$ cat src/rtl/register_file.sv
// Architectural register file with per-register rename state (busy + ROB tag); x0 reads as zero.
// Reads are combinational, with a same-cycle commit bypass; updates land on the next edge.
// No backpressure: rdy_in=0 freezes all state and disables the bypass. REGFILE_DEBUG_EN adds a debug read port.
module register_file #(
    parameter int XLEN   = 32,
    parameter int REG_AW = 5,
    parameter int ROB_AW = 4
) (
    input  logic              clk_in,
    input  logic              rst_in,
    input  logic              rdy_in,
    input  logic              dispatch_en_in,
    input  logic [REG_AW-1:0] rs1_in,
    input  logic [REG_AW-1:0] rs2_in,
    input  logic [REG_AW-1:0] rd_in,
    input  logic [ROB_AW-1:0] rd_robnum_in,
    output logic [XLEN-1:0]   rs1_data_out,
    output logic              rs1_busy_out,
    output logic [ROB_AW-1:0] rs1_robnum_out,
    output logic [XLEN-1:0]   rs2_data_out,
    output logic              rs2_busy_out,
    output logic [ROB_AW-1:0] rs2_robnum_out,
    input  logic              commit_en_in,
    input  logic [REG_AW-1:0] commit_rd_in,
    input  logic [ROB_AW-1:0] commit_robnum_in,
    input  logic [XLEN-1:0]   commit_data_in,
    input  logic              flush_in
`ifdef REGFILE_DEBUG_EN
    ,
    input  logic [REG_AW-1:0] dbg_sel_in,
    output logic [XLEN-1:0]   dbg_data_out
`endif
);

    localparam int NREG = 1 << REG_AW;

    logic [XLEN-1:0]   data_q [NREG];
    logic              busy_q [NREG];
    logic [ROB_AW-1:0] tag_q  [NREG];

    // Commit targets a real register; only clears rename state when its tag is still current.
    logic commit_vld;
    assign commit_vld = commit_en_in && (commit_rd_in != '0);

    always_ff @(posedge clk_in or posedge rst_in) begin
        if (rst_in) begin
            for (int r = 0; r < NREG; r++) begin
                data_q[r] <= '0;
                busy_q[r] <= 1'b0;
                tag_q[r]  <= '0;
            end
        end else if (rdy_in) begin
            for (int r = 1; r < NREG; r++) begin
                if (commit_vld && commit_rd_in == REG_AW'(r))
                    data_q[r] <= commit_data_in;
                if (flush_in) begin
                    busy_q[r] <= 1'b0;
                    tag_q[r]  <= '0;
                end else if (dispatch_en_in && rd_in == REG_AW'(r)) begin
                    // A new rename outranks a same-cycle commit to the same register.
                    busy_q[r] <= 1'b1;
                    tag_q[r]  <= rd_robnum_in;
                end else if (commit_vld && commit_rd_in == REG_AW'(r) &&
                             tag_q[r] == commit_robnum_in) begin
                    busy_q[r] <= 1'b0;
                    tag_q[r]  <= '0;
                end
            end
        end
    end

    logic rs1_byp, rs2_byp;
    assign rs1_byp = rdy_in && commit_en_in && commit_rd_in == rs1_in && rs1_in != '0 &&
                     busy_q[rs1_in] && tag_q[rs1_in] == commit_robnum_in;
    assign rs2_byp = rdy_in && commit_en_in && commit_rd_in == rs2_in && rs2_in != '0 &&
                     busy_q[rs2_in] && tag_q[rs2_in] == commit_robnum_in;

    always_comb begin
        rs1_data_out   = '0;
        rs1_busy_out   = 1'b0;
        rs1_robnum_out = '0;
        if (rs1_byp) begin
            rs1_data_out = commit_data_in;
        end else if (rs1_in != '0) begin
            rs1_data_out   = data_q[rs1_in];
            rs1_busy_out   = busy_q[rs1_in];
            rs1_robnum_out = tag_q[rs1_in];
        end
    end

    always_comb begin
        rs2_data_out   = '0;
        rs2_busy_out   = 1'b0;
        rs2_robnum_out = '0;
        if (rs2_byp) begin
            rs2_data_out = commit_data_in;
        end else if (rs2_in != '0) begin
            rs2_data_out   = data_q[rs2_in];
            rs2_busy_out   = busy_q[rs2_in];
            rs2_robnum_out = tag_q[rs2_in];
        end
    end

`ifdef REGFILE_DEBUG_EN
    assign dbg_data_out = data_q[dbg_sel_in];
`endif

endmodule

$ cat config.mk
export PLATFORM = sky130hd
export DESIGN_NAME = register_file
export DESIGN_NICKNAME = d
export VERILOG_FILES = /design/src/rtl/register_file.sv
export SDC_FILE = /design/constraint.sdc
export NUM_CORES = 2
export LEC_CHECK = 0
export BUFFER_PORTS_ARGS = -buffer_cell sky130_fd_sc_hd__buf_2
export CAP_MARGIN = 20
export CORE_MARGIN = 8
export CORE_UTILIZATION = 50
export DETAILED_ROUTE_END_ITERATION = 6
export GPL_ROUTABILITY_DRIVEN = 0
export PLACE_DENSITY = 0.75
export SETUP_SLACK_MARGIN = 0.2
export SLEW_MARGIN = 25
export SYNTH_ARGS = -nofsm -noshare
export SYNTH_HDL_FRONTEND = slang
export SYNTH_SLANG_ARGS = --single-unit
$ cat constraint.sdc
create_clock -name clk_in -period 46.4 [get_ports clk_in]
set_input_delay 4.64 -clock clk_in [delete_from_list [all_inputs] [get_ports clk_in]]
set_output_delay 4.64 -clock clk_in [all_outputs]
set_load 0.01 [all_outputs]
==> summary.md <==
| Metric | Value |
|---|---|
| Synthesized instance count | `around 4300` |
| Async SR Flop Fraction | `100.0%` |
| Fin util | `about 55%` |
| Fin Setup TNS | `0 ps` |
| Mean post-synth cell area | `between 15 and 20 µm²` |
| CTS max path bufs | `3` |
| First-pass GRT wire length | `285600 µm` |
| Fraction of layout cells with a size suffix above 1 | `about 53%` |
| Synthesis-to-finish area growth | `9.391%` |
| Clk_lat worst skew | `~730 ps` |
| Max-Cap Viols | `0` |
| YS warnings | `37` |
| Initial antenna violation count | `2` |
| Total die area | `140000 µm²` |
| Tot GR Track Use | `26.70%` |
| WL/cell | `~32 µm` |
| Outcome | `finished, final reports clean` |
| Distinct cells, synth | `64` |
| Reg2Reg Depth | `5` |
| Core area | `roughly 130000 µm²` |
| Clk sinks | `1147` |
| H-tree Lvls | `3` |
| Synth top area cells | `dfrtp_1, mux4_2, mux2_2, a22o_1, clkbuf_1` |
| VDD IR max | `34.24 µV` |
| GRT overflow | `0` |
| Initial core utilization | `between 50% and 60%` |
| RSZ-0062 raised after global routing | `false` |
| Post-CTS setup buffer count | `0` |
| IO buf count | `139` |
| CTS resizes | `0` |
| Primary FF master, synth | `dfrtp_1` |
| Pin count of the biggest net entering global routing | `159` |
| Worst Hold Class | `reg2reg` |
| Post-synth EDFFs | `0` |
| Crit path kind | `in2out` |
| Sequential cell area fraction in the yosys report | `roughly 45%` |
| Cell taking the most area after synthesis | `dfrtp_1` |
| Die height | `approximately 370 µm` |
| Detailed-route DRC error count | `0` |
| Final Hold Fails | `0` |
| Worst Hold Launch | `busy_q[25]` |
| Fin crit period | `between 10000 and 15000 ps` |
| Period utilization | `30.97%` |
| Hold WS | `501.7 ps` |
| Worst slew pin tran | `1067 ps` |
| Vias in the first global route | `~43000` |
| CTS clk-pin slew, worst paths | `60 ps` |
| Die width | `374.2 µm` |
| Placement Setup Slack | `32140 ps` |
| CP required | `approximately 42000 ps` |
| I/O Pins | `140` |
| Post-Layout Cell Count | `between 5000 and 6000` |
| Placed cell count | `5701` |
| Post-Route WL | `188500 µm` |
| Hold depth | `1` |
| Final antenna-violating net count | `0` |
| Leakage | `31.26 nW` |
| TritonRoute pass-1 iters | `6` |
| Power Dens Cells | `37.61 nW/µm²` |
| FF+latch count, synth | `1147` |
| Count leader, synth | `dfrtp_1` |
| Crit path max fanout | `83` |
| Worst clock skew | `10.87 ps` |
| Setup ws final | `32030 ps` |
| Worst r2r src | `tag_q[107]` |
| Yosys top cell area share | `44.73%` |
| Final setup viols | `0` |
| Total Nets Final | `4229` |
| Count of pins over their slew limit | `0` |
| Hold-fix buffers, CTS | `0` |
| Vias/cell | `6.915` |
| Worst Setup SP | `rs2_in[1]` |
| DPL Wire Length | `104400 µm` |
| Top cells by count, synth | `dfrtp_1, mux2_2, mux4_2` |
| WP data arrival | `9730 ps` |
| First DRT Iteration DRCs | `4567` |
| Row count | `around 130` |
| CTS Buf Count | `117` |
| DR vias | `40953` |
| Relative slew slack | `between 20% and 30%` |
| CTS tree | `done` |
| CP endpoint kind | `primary output` |
| Peak Freq | `a little under 70 MHz` |
| Crit path launch type | `primary input` |
| Post-Syn Area | `64170 µm²` |
| CTS Root Cell | `clkbuf_16` |
| Syn nets | `about 4300` |
-- report_power, final --
group          switching [mW]  internal, mW
Clock                   0.412         0.570
Combinational           0.194         0.264
Sequential             0.0826          1.12
Total                   0.688          1.95
-- worst paths after layout --
path                                    end  slack, ps
setup / recovery           rs2_data_out[26]      32030
hold / removal                   busy_q[25]        500
setup reg to reg                 tag_q[106]      44570
hold reg to reg                  busy_q[25]        500
max in group asynchronous       data_q[956]      38790
min in group asynchronous       data_q[134]       4060
-- metrics by stage --
stage          power [mW]  cell area (µm²)
6_report            2.640            70190
2_1_floorplan       1.551            64170
4_1_cts             2.649            70030
3_3_place_gp        1.650            66000
5_1_grt             2.737            70190
3_5_place_dp        1.672            66040
-- state kept, by name (all words and copies together), names as in the netlist --
name	cells
busy_q	31
tag_q	124
data_q	992
-- kinds of logic after synthesis --
| group | count (synthesis) | synth area share (%) |
|---|---|---|
| buf+inv | 441 | 2.814 |
| mux | 1836 | 43.58 |
| simple gates | 373 | 2.746 |
| flops | 1147 | 44.73 |
| compound gates | 330 | 4.206 |
| xor+xnor | 140 | 1.923 |
-- cells in the final DEF, fill, tap and decap left out, types with 39 or more instances in the layout --
master,instances
a22o_1,192
nor2_1,160
dfrtp_1,1147
nand2_1,41
a21o_1,39
buf_2,130
mux2_2,1141
xnor2_1,94
mux4_2,641
buf_4,60
clkbuf_16,121
xor2_1,45
-- metal layers --
metal	up-vias	share of wire (%)	GRT usage (%)
li1	16402	-	-
met1	22042	40	36.38
met2	2013	47	41.83
met3	496	8.9	5.989
met4	0	4.3	10.80
met5	-	0	0
-- layout make-up --
type                            count  area, µm²
Fill cell                       10000      57330
Antenna cell                        2      5.005
Clock inverter                     52      565.5
Multi-Input combinational cell   2679      33880
Clock buffer                      162       3432
Timing Repair Buffer              213       1496
Sequential cell                  1147      28700
Inverter                            5      26.28
Tap cell                         1662       2079
-- critical path, cell delays in order --
cell	delay [ps]
buf_8	540
buf_4	700
nor2b_4	260
buf_4	630
a221oi_1	200
a2111oi_0	410
a211oi_1	160
xor2_1	260
nand4_4	620
buf_4	570
mux2_4	370
buf_2	140
Power figures use the tool's default switching activity.
